[src/rtl/j6502_bus_sequencer.sv]
// J6502 bus sequencer: derives the phi1/phi2 CPU phase strobes from fst_clk_i and
// time-multiplexes the single-port system RAM between the CPU (slot in phi2) and
// a DMA/loader requester (slot in phi1, req/ack handshake).
//
// state     | meaning
// ----------+---------------------------------------------------------------
// IDLE      | RAM port free, waiting for the CPU or DMA slot
// CPU_ISSUE | CPU access on the RAM port this cycle
// CPU_DATA  | ram_q_i holds CPU read data, captured into cpu_rdata_o
// DMA_ISSUE | DMA access on the RAM port this cycle
// DMA_DATA  | ram_q_i holds DMA read data, captured into dma_rdata_o with ack
//
// With small DIV the CPU slot can land on DMA_ISSUE or DMA_DATA. The CPU access
// is pipelined behind the DMA one: the port is free in those cycles, and a
// pending DMA read capture (dma_cap_q) completes during CPU_ISSUE.
module j6502_bus_sequencer #(
  parameter int DIV    = 8,
  parameter int ADDR_W = 15,
  parameter int DATA_W = 8
) (
  input  logic              fst_clk_i,
  input  logic              res_i,
  output logic              phi1_o,
  output logic              phi2_o,
  input  logic [ADDR_W-1:0] cpu_addr_i,
  input  logic              cpu_rd_en_i,
  input  logic              cpu_wr_en_i,
  input  logic [DATA_W-1:0] cpu_wdata_i,
  output logic [DATA_W-1:0] cpu_rdata_o,
  input  logic              dma_req_i,
  input  logic              dma_we_i,
  input  logic [ADDR_W-1:0] dma_addr_i,
  input  logic [DATA_W-1:0] dma_wdata_i,
  output logic              dma_ack_o,
  output logic [DATA_W-1:0] dma_rdata_o,
  output logic [ADDR_W-1:0] ram_addr_o,
  output logic              ram_rden_o,
  output logic              ram_wren_o,
  output logic [DATA_W-1:0] ram_wdata_o,
  input  logic [DATA_W-1:0] ram_q_i
);

  localparam int PW = $clog2(DIV);
  localparam logic [PW-1:0] PH_LAST = PW'(DIV - 1);
  localparam logic [PW-1:0] PH_HALF = PW'(DIV / 2);
  localparam logic [PW-1:0] PH_DMA  = PW'(1);

  typedef enum logic [2:0] {IDLE, CPU_ISSUE, CPU_DATA, DMA_ISSUE, DMA_DATA} state_t;

  state_t            state_q, state_d;
  logic [PW-1:0]     ph_cnt_q, ph_cnt_d;
  logic              phi1_q, phi2_q;
  logic              cpu_rd_q, cpu_rd_d;
  logic              dma_rd_q, dma_rd_d;
  logic              dma_cap_q, dma_cap_d;
  logic              dma_ack_q, dma_ack_d;
  logic              ram_rden_q, ram_rden_d;
  logic              ram_wren_q, ram_wren_d;
  logic [ADDR_W-1:0] ram_addr_q, ram_addr_d;
  logic [DATA_W-1:0] ram_wdata_q, ram_wdata_d;
  logic [DATA_W-1:0] cpu_rdata_q, cpu_rdata_d;
  logic [DATA_W-1:0] dma_rdata_q, dma_rdata_d;
  logic              cpu_go, dma_go, take_cpu, take_dma;

  // State, phase counter and all registered outputs.
  always_ff @(posedge fst_clk_i or posedge res_i) begin
    if (res_i) begin
      state_q     <= IDLE;
      ph_cnt_q    <= '0;
      phi1_q      <= 1'b1;
      phi2_q      <= 1'b0;
      cpu_rd_q    <= 1'b0;
      dma_rd_q    <= 1'b0;
      dma_cap_q   <= 1'b0;
      dma_ack_q   <= 1'b0;
      ram_rden_q  <= 1'b0;
      ram_wren_q  <= 1'b0;
      ram_addr_q  <= '0;
      ram_wdata_q <= '0;
      cpu_rdata_q <= '0;
      dma_rdata_q <= '0;
    end else begin
      state_q     <= state_d;
      ph_cnt_q    <= ph_cnt_d;
      phi1_q      <= (ph_cnt_d < PH_HALF);
      phi2_q      <= (ph_cnt_d >= PH_HALF);
      cpu_rd_q    <= cpu_rd_d;
      dma_rd_q    <= dma_rd_d;
      dma_cap_q   <= dma_cap_d;
      dma_ack_q   <= dma_ack_d;
      ram_rden_q  <= ram_rden_d;
      ram_wren_q  <= ram_wren_d;
      ram_addr_q  <= ram_addr_d;
      ram_wdata_q <= ram_wdata_d;
      cpu_rdata_q <= cpu_rdata_d;
      dma_rdata_q <= dma_rdata_d;
    end
  end

  // Phase advance, slot arbitration and next-state / output decode.
  always_comb begin
    ph_cnt_d    = (ph_cnt_q == PH_LAST) ? '0 : ph_cnt_q + 1'b1;
    cpu_go      = (ph_cnt_q == PH_HALF) && (cpu_rd_en_i || cpu_wr_en_i);
    dma_go      = (ph_cnt_q == PH_DMA) && dma_req_i;
    state_d     = state_q;
    cpu_rd_d    = cpu_rd_q;
    dma_rd_d    = dma_rd_q;
    dma_cap_d   = 1'b0;
    dma_ack_d   = 1'b0;
    ram_rden_d  = 1'b0;
    ram_wren_d  = 1'b0;
    ram_addr_d  = ram_addr_q;
    ram_wdata_d = ram_wdata_q;
    cpu_rdata_d = cpu_rdata_q;
    dma_rdata_d = dma_rdata_q;
    take_cpu    = 1'b0;
    take_dma    = 1'b0;

    case (state_q)
      IDLE: begin
        if (cpu_go)      take_cpu = 1'b1;
        else if (dma_go) take_dma = 1'b1;
      end
      CPU_ISSUE: begin
        if (dma_cap_q) begin
          dma_rdata_d = ram_q_i;
          dma_ack_d   = 1'b1;
        end
        state_d = cpu_rd_q ? CPU_DATA : IDLE;
      end
      CPU_DATA: begin
        cpu_rdata_d = ram_q_i;
        state_d     = IDLE;
      end
      DMA_ISSUE: begin
        if (cpu_go) begin
          take_cpu  = 1'b1;
          dma_cap_d = dma_rd_q;
        end else begin
          state_d = dma_rd_q ? DMA_DATA : IDLE;
        end
      end
      DMA_DATA: begin
        dma_rdata_d = ram_q_i;
        dma_ack_d   = 1'b1;
        if (cpu_go) take_cpu = 1'b1;
        else        state_d  = IDLE;
      end
      default: state_d = IDLE;
    endcase

    // A simultaneous rd+wr from the CPU is treated as a write.
    if (take_cpu) begin
      state_d    = CPU_ISSUE;
      cpu_rd_d   = cpu_rd_en_i && !cpu_wr_en_i;
      ram_addr_d = cpu_addr_i;
      ram_rden_d = cpu_rd_en_i && !cpu_wr_en_i;
      ram_wren_d = cpu_wr_en_i;
      if (cpu_wr_en_i) ram_wdata_d = cpu_wdata_i;
    end else if (take_dma) begin
      state_d    = DMA_ISSUE;
      dma_rd_d   = !dma_we_i;
      ram_addr_d = dma_addr_i;
      ram_rden_d = !dma_we_i;
      ram_wren_d = dma_we_i;
      dma_ack_d  = dma_we_i;
      if (dma_we_i) ram_wdata_d = dma_wdata_i;
    end
  end

  assign phi1_o      = phi1_q;
  assign phi2_o      = phi2_q;
  assign cpu_rdata_o = cpu_rdata_q;
  assign dma_ack_o   = dma_ack_q;
  assign dma_rdata_o = dma_rdata_q;
  assign ram_addr_o  = ram_addr_q;
  assign ram_rden_o  = ram_rden_q;
  assign ram_wren_o  = ram_wren_q;
  assign ram_wdata_o = ram_wdata_q;

endmodule

[config.mk]
export PLATFORM = sky130hd
export DESIGN_NAME = j6502_bus_sequencer
export DESIGN_NICKNAME = d
export VERILOG_FILES = /design/src/rtl/j6502_bus_sequencer.sv
export SDC_FILE = /design/constraint.sdc
export NUM_CORES = 1
export LEC_CHECK = 0
export ABC_CLOCK_PERIOD_IN_PS = 2300
export CAP_MARGIN = 20
export CORE_ASPECT_RATIO = 0.5
export CORE_MARGIN = 5
export CORE_UTILIZATION = 43
export CTS_BUF_LIST = sky130_fd_sc_hd__clkbuf_2 sky130_fd_sc_hd__clkbuf_4 sky130_fd_sc_hd__clkbuf_8
export CTS_CLUSTER_SIZE = 16
export DETAILED_ROUTE_END_ITERATION = 12
export PLACE_DENSITY_LB_ADDON = 0.12
export SYNTH_ARGS = -nofsm -noshare
export SYNTH_HDL_FRONTEND = slang
export SYNTH_SLANG_ARGS = --single-unit
export TNS_END_PERCENT = 30
[constraint.sdc]
create_clock -name fst_clk_i -period 2.3 [get_ports fst_clk_i]
set_input_delay 0.46 -clock fst_clk_i [delete_from_list [all_inputs] [get_ports fst_clk_i]]
set_output_delay 0.46 -clock fst_clk_i [all_outputs]
set_load 0.01 [all_outputs]
==> results, run 1 <==
- The share of cell area taken by muxes after synthesis is 23.1%.
- For the finished layout, the period the worst path requires is 1.94 ns.
- In the routed layout, each cell is associated on average with a via count of 4.89.
- Counting flops with an async set or reset pin after synthesis yields a share of 100%.
- The maximum clock rate is 516 MHz.
- Of the synthesized area, sequential elements account for 57.4%.
- The largest net degree at the start of global routing is 25.
- The arrival time at the worst endpoint is 2.14 ns.
- The first global-routing pass estimated 8.58 mm of wire.
- The clock root buffer is sky130_fd_sc_hd__clkbuf_8.
- Final hold analysis gives a worst-case slack of 0.482 ns.
- The type of the tightest min-delay check is primary input to asynchronous set/reset pin.
- The global-route congestion overflow total is 0.
- The synthesized netlist devotes 0% of its cell area to XOR and XNOR gates.
- Leaving out fill and tap cells, the most frequent cell in the layout is sky130_fd_sc_hd__clkdlybuf4s50_1.
- The total of hold buffers inserted after clock tree synthesis is 0.
- The flow ran to the end, and the final reports show no timing, DRC or antenna violations.
- The number of H-tree levels is 2.
- The category of the worst setup path capture point is a flip-flop.
- The first TritonRoute pass finished after 4 iterations.
- The number of hold-slack violations in the final timing report is 0.
- The slew at the pin closest to its max-slew limit is 0.689 ns.
- The overall die height is 61.4 um.
- The worst setup path is launched from a flip-flop.
- CTS saw 52 sinks.
- Timing analysis after detailed placement gives a worst setup slack of 0.0408 ns.
- The maximum buffer depth of the clock tree is 2.
- The final setup slack of the worst path is 0.362 ns.
- The detailed-route via count is 1737.
- The start of the worst register-to-register path is state_q[0].
- In this run the register-to-register setup slack is 0.36 ns.
- The delay of the slowest critical-path stage is 0.48 ns.
- The maximum fanout count along the critical path is 9.
- Headroom to the max-slew limit came out at 53.8%.
- The destination of the worst register-to-register timing path is ram_wdata_o[0].
- Detailed placement finished with a half-perimeter wire length of 4.10 mm.
- The area growth from synthesis to layout is 53.9%.
- Counting flops with a built-in enable in the synthesized netlist gives 0.
- The remaining antenna violation count after routing is 0.
- The initial DRC count is 48.
- Clock-pin slew was measured on the worst setup and hold paths at 0.10 ns.
- The combinational family with the most area after synthesis is multiplexers.
- The number of antenna violations at the first check in global routing is 0.
- Dividing the final minimum period by the clock period gives 84.3%.
- The leakage power is 1.56 nW.
- The share of post-route cells with drive strength above 1 is 18.2%.
- The effective utilization at floorplan is 45.2%.
- The worst supply voltage drop on vdd is 319 uV.
- STA puts the critical path data required time at 2.50 ns.
- The die covers 0.00692 sq mm.
- The slowest stage of the critical path belongs to the cell sky130_fd_sc_hd__dfrtp_1.
- The total track usage is 16.0%.
- The setup TNS after final layout is 0 ns.
- Clock tree synthesis inserted a total of 5 buffers.
- In this run, distinct cell masters in the synthesized netlist total 29.
- The number of standard-cell rows in the floorplan is 18.
- Post-CTS repair changed the size of 0 cells.
- The later pin in the worst-skew pair is clocked with a latency of 0.31 ns.
- The worst setup path is of the flip-flop to flip-flop kind.
- On the final layout, the worst clock skew is 0.00964 ns.
- The final layout contains 348 nets.
- In this run the count of I/O pins placed on the die edge is 104.
- In the layout the commonest cells are 103 x sky130_fd_sc_hd__clkdlybuf4s50_1, 51 x sky130_fd_sc_hd__dfrtp_1, 28 x sky130_fd_sc_hd__mux2_2.
- The number of antenna diodes in the final layout is 0.
- The layout has 377 filler cells.
- In this run the cell area of the synthesized design comes to 0.00227 sq mm.
- Counting every net in the synthesized netlist gives 240.
- Across the run, the number of max-cap violations was 0.
- After technology mapping, the gate count stands at 176.
- The congestion estimate from routability-driven global placement came to 0.729.
- The yosys synthesis warning count is 0.
- In this run the power density over the cells is 624 mW/mm^2.
- The core box area is 0.00502 sq mm.
- Setup repair after global routing left no endpoint under its margin.
- The share of the synthesized area in compound gates (AO/OA/AOI/OAI) is 6.34%.
- The leading register cell type out of synthesis is sky130_fd_sc_hd__dfrtp_1.
- The final wirelength is 5.26 mm.
- The via count of the first global-routing pass came to 1850.
- The count of pins over their slew limit is 0.
- The average size of a mapped cell is 12.9 sq um.
- Setup violations remaining at the end of the flow were counted as 0.
- The post-detailed-route DRC marker count is 0.
- The width of the chip is 113 um.
- Traced cell by cell, the critical path runs through and3b_2 -> o21ai_4 -> o22a_1 -> mux2_2.
- Buffers added to address setup during post-CTS repair amount to 0.
- The per-cell routed wire length is 14.8 um.
- Summing the areas of all and, or, nand and nor instances in the mapped netlist gives 7.38% of the synthesized area.
- The clock tree from TritonCTS is built.
- In this run the tool buffered the top-level ports with 103 buffer cells.
- Counting flops and latches in the post-synthesis netlist gives 52.
- Counting cells, the worst reg-to-reg path comes to 4.
- Summing the areas of all fa, ha and maj instances in the mapped netlist gives 2.20% of the synthesized area.
-- cells by family (layout without fill, tap and decap cells) --
logic type / after synthesis / after routing
mux: 47 / 47
flops: 52 / 52
buf+inv: 15 / 124
fa+ha+maj: 4 / 4
compound gates: 23 / 23
simple gates: 35 / 35
-- stage by stage --
stage          instance area (sq um)  instances  util, %  total power, mW
6_report                        3490        355     69.6             2.18
5_1_grt                         3490        355     69.6             2.28
4_1_cts                         3490        355     69.6             2.21
3_5_place_dp                    3380        347     67.3             1.56
3_3_place_gp                    3380        347     67.3             1.54
2_1_floorplan                   2270        176        -             1.24
-- per-layer routing --
layer / part of all wire (%) / vias to the layer above / global-route usage, %
met4: 0.87 / 0 / 5.14
met3: 9.1 / 5 / 6.97
li1: - / 822 / -
met1: 40 / 849 / 18.2
met2: 50 / 61 / 28.2
met5: 0 / - / 0
-- sequential cells by signal (all words and copies together) (netlist names) --
name	flops
state_q	3
dma_cap_q	1
cpu_rdata_o	8
ram_wdata_o	8
ph_cnt_q	3
dma_rd_q	1
dma_ack_o	1
ram_wren_o	1
ram_rden_o	1
cpu_rd_q	1
ram_addr_o	15
dma_rdata_o	8
phi1_o	1
-- synthesized netlist by cell type, drive strengths merged, types with 2 or more instances --
cell type / n / area, sq um
a21oi: 16 / 83.8
buf: 8 / 55.1
dfrtp: 51 / 1280
ha: 4 / 50.1
inv: 7 / 26.3
mux2: 32 / 375
mux2i: 15 / 150
nand2: 5 / 18.8
nand3b: 2 / 15.0
nor2: 21 / 78.8
o21ai: 3 / 26.3
-- power by group --
part | leakage (nW) | switching, mW | internal, mW
combinational | 0.865 | 0.160 | 0.318
sequential | 0.636 | 0.0455 | 1.01
clock | 0.0592 | 0.311 | 0.341
-- cell type report --
cell class	count	area (sq um)	share of cell area (%)
Clock buffer	6	76.3	2.18
Clock inverter	2	38.8	1.11
Inverter	7	26.3	0.752
Multi-Input combinational cell	109	887	25.4
Sequential cell	52	1300	37.3
Tap cell	70	87.6	2.51
Timing Repair Buffer	109	1080	30.8
-- critical path: cells and delay by family (launching register included) --
family	cells	cell delay (ns)
compound gates	2	0.69
flops	1	0.48
mux	1	0.39
simple gates	1	0.27
-- worst max-delay path by stage --
stage / startpoint / cells after the start / slack (ns) / endpoint
2_1_floorplan: state_q[0] / 6 / 0.55 / ram_wdata_o[0]
3_3_place_gp: cpu_wr_en_i / 5 / 0.09 / ram_wdata_o[7]
3_5_place_dp: cpu_wr_en_i / 5 / 0.04 / ram_wdata_o[0]
4_1_cts: state_q[0] / 4 / 0.35 / ram_wdata_o[0]
5_1_grt: state_q[0] / 4 / 0.25 / ram_wdata_o[1]
6_report: state_q[0] / 4 / 0.36 / ram_wdata_o[0]
No activity file was read; power rests on OpenSTA's default activity.
==> run 2: changes to the inputs <==
- ABC_CLOCK_PERIOD_IN_PS: 2300 -> 1760
- CORE_UTILIZATION: 43 -> 38
- clock period: 2.3 -> 1.76 ns (I/O delays scaled with it)
==> run 2 against run 1 <==
Compared with the run above:
- via count shrank 0.69%
- clock-buffer cell count shrank 1
- clock skew shrank 0.0012 ns
- final area grew 5.1%
- register-to-register slack lost 0.34 ns
- non-clock buffer count grew 12
- combinational power grew 34%
- sequential share of layout area shrank 1.8 points
- fmax grew 12%
- cell count grew 4.2%
- wire length grew 1.2%
- first-iteration DRC count grew 27%
- critical path type unchanged
- largest cell class unchanged
- largest power group unchanged
==> results, run 2 (synthesis results as in run 1) <==
- The flow ran to the end, and the final reports show no timing, DRC or antenna violations.
- The clock tree from TritonCTS is built.
- The total number of nets in the final design is 360.
- The clock root buffer is sky130_fd_sc_hd__clkbuf_8.
- Once the floorplan was initialized, standard cells occupied 40.3% of the core.
- The setup path with the least slack is of type flip-flop to flip-flop.
- The final cell count without fillers is 370.
- The slowest stage of the critical path belongs to the cell sky130_fd_sc_hd__dfrtp_1.
- The met1 track demand over resource is 16.1%.
- The utilization after layout is 65.2%.
- Once routing completed, OpenROAD measured the worst setup slack at 0.0246 ns.
- The overall die area is 0.00772 sq mm.
- The final cell area excluding filler cells is 0.00367 sq mm.
- The post-detailed-route DRC marker count is 0.
- The number of placed instances with taps included is 360.
- Before CTS, the worst setup slack after placement is -0.263 ns.
- The overall die height is 64.7 um.
- In this design, the largest share of critical-path delay is due to multiplexers.
- The total track usage is 14.3%.
- The worst max-slew margin expressed relative to the limit is 74.2%.
- The area overhead of the layout relative to synthesis is 61.7%.
- The clock transition at the registers of the reported paths is 0.10 ns.
- Data on the critical path is required at its endpoint by 1.95 ns.
- 104 I/O pins were placed.
- Global routing consumed, on the met2 layer, 25.1% of the routing resources.
- The number of buffers and inverters on the critical path is 2.
- The via count of the first global-routing pass came to 1855.
- The minimum hold slack is 0.339 ns.
- The final count of negative-setup-slack endpoints is 0.
- The worst supply voltage drop on vdd is 494 uV.
- The initial DRC count is 61.
- The number of maximum-capacitance violations is 0.
- The category of the worst setup path capture point is a flip-flop.
- The floorplan step defined a core boundary enclosing 0.00563 sq mm.
- The share of post-route cells with drive strength above 1 is 22.2%.
- The first detailed-routing pass took 4 iterations.
- The largest net degree at the start of global routing is 34.
- The delay of the slowest critical-path stage is 0.40 ns.
- After layout, the worst path uses 98.6% of the clock period.
- The layer flagged by global routing as most heavily used is met2.
- In this run the horizontal extent of the chip is 119 um.
- The remaining antenna violation count after routing is 0.
- The type of the tightest min-delay check is primary input to asynchronous set/reset pin.
- The setup TNS after final layout is 0 ns.
- The setup clock skew after layout is 0.00846 ns.
- The number of buffers created by CTS is 5.
- For the pin with the worst max-slew slack, the measured transition is 0.387 ns.
- The repair_antennas step left the layout with diodes totalling 0.
- The number of standard-cell rows in the floorplan is 19.
- The final weighted congestion in routability-driven placement is 0.748.
- The clock network latency to the later pin of the worst-skew pair is 0.30 ns.
- The first-pass GRT wire length is 9.00 mm.
- The number of H-tree levels is 2.
- The power density of the placed cells is 847 mW/mm^2.
- In the layout the commonest cells are 103 x sky130_fd_sc_hd__clkdlybuf4s50_1, 51 x sky130_fd_sc_hd__dfrtp_1, 28 x sky130_fd_sc_hd__mux2_2.
- The global-route congestion overflow total is 0.
- The post-layout total power is 3.11 mW.
- The clock passes through at most 2 buffers.
- The detailed-route via count is 1725.
- The critical path goes through inv_2 -> ha_2 -> o211a_1 -> o21ai_4 -> buf_12 -> mux2_4 -> mux2_2.
- The register with the most flip-flops in the layout has 15 of them.
- The maximum fanout count along the critical path is 8.
- The worst setup path is launched from a flip-flop.
- The maximum clock rate is 576 MHz.
- The per-cell routed wire length is 14.4 um.
- The placed instances occupy a cell area of 0.00350 sq mm.
- For this run, global-route usage on met3 was measured as 7.30%.
- The number of hold-slack violations in the final timing report was 0.
- The count of pins over their slew limit is 0.
- The time the worst path needs with I/O delays and setup is 1.74 ns.
- Leaving out fill and tap cells, the most frequent cell in the layout is sky130_fd_sc_hd__clkdlybuf4s50_1.
- For the worst setup path, the data arrival time is 1.92 ns.
- The number of antenna violations at the first check in global routing came to 0.
- The detailed-route vias per instance is 4.66.
- The number of port buffers is 103.
- The estimated wirelength of the detail-placed design is 4.23 mm.
- Wires add up to 5.33 mm.
- The clock net sink count is 52.
- The leakage power is 1.66 nW.
- Setup repair after global routing could not meet its margin everywhere.
## run 2: worst register-to-register path, delay by kind of cell (launching register included)
family	cells	cell delay [ns]
muxes	2	0.54
buffers and inverters	2	0.21
adders and majority gates	1	0.19
AOI/OAI and AO/OA	2	0.29
DFF	1	0.40
## run 2: final cells by class
cell class	instances	area, sq um
Clock buffer	5	68.8
Clock inverter	3	90.1
Fill cell	490	1960
Inverter	7	26.3
Multi-Input combinational cell	109	890
Sequential cell	52	1300
Tap cell	73	91.3
Timing Repair Buffer	121	1200
## run 2: power breakdown
part	total, mW	switching (mW)	internal [mW]
clock	1.09	0.384	0.711
sequential	1.37	0.0597	1.31
combinational	0.642	0.214	0.429
total	3.11	0.658	2.45
## run 2: timing repair
action	4_1_cts	5_1_grt
gates resized for setup	1	1
buffers inserted	2	0
hold buffers	0	0
pin swaps	0	1
endpoints found under the hold margin	0	0
setup endpoints to repair	5	8
## run 2: path summary, 6_finish.rpt
path / startpoint / to / slack [ns] / depth (start not counted)
setup / recovery: ph_cnt_q[1] / ram_wdata_o[0] / 0.02 / 7
hold / removal: res_i / cpu_rdata_o[3] / 0.34 / 2
max in group asynchronous: res_i / ram_addr_o[13] / 0.92 / 3
hold reg to reg: cpu_rd_q / cpu_rd_q / 0.50 / 2
setup reg to reg: ph_cnt_q[1] / ram_wdata_o[0] / 0.02 / 7
min in group fst_clk_i: cpu_rd_q / cpu_rd_q / 0.50 / 2
## run 2: routing by layer
metal,routed length [um],share of wire [%]
met5,0,0
met4,15,0.28
met3,583,11
met2,2590,49
met1,2140,40
==> run 3: changes to the inputs <==
- ABC_AREA: unset -> 0
- TNS_END_PERCENT: 30 -> 100
==> results of run 3 <==
No change in the layout: final DEF, timing and power equal those of run 2.
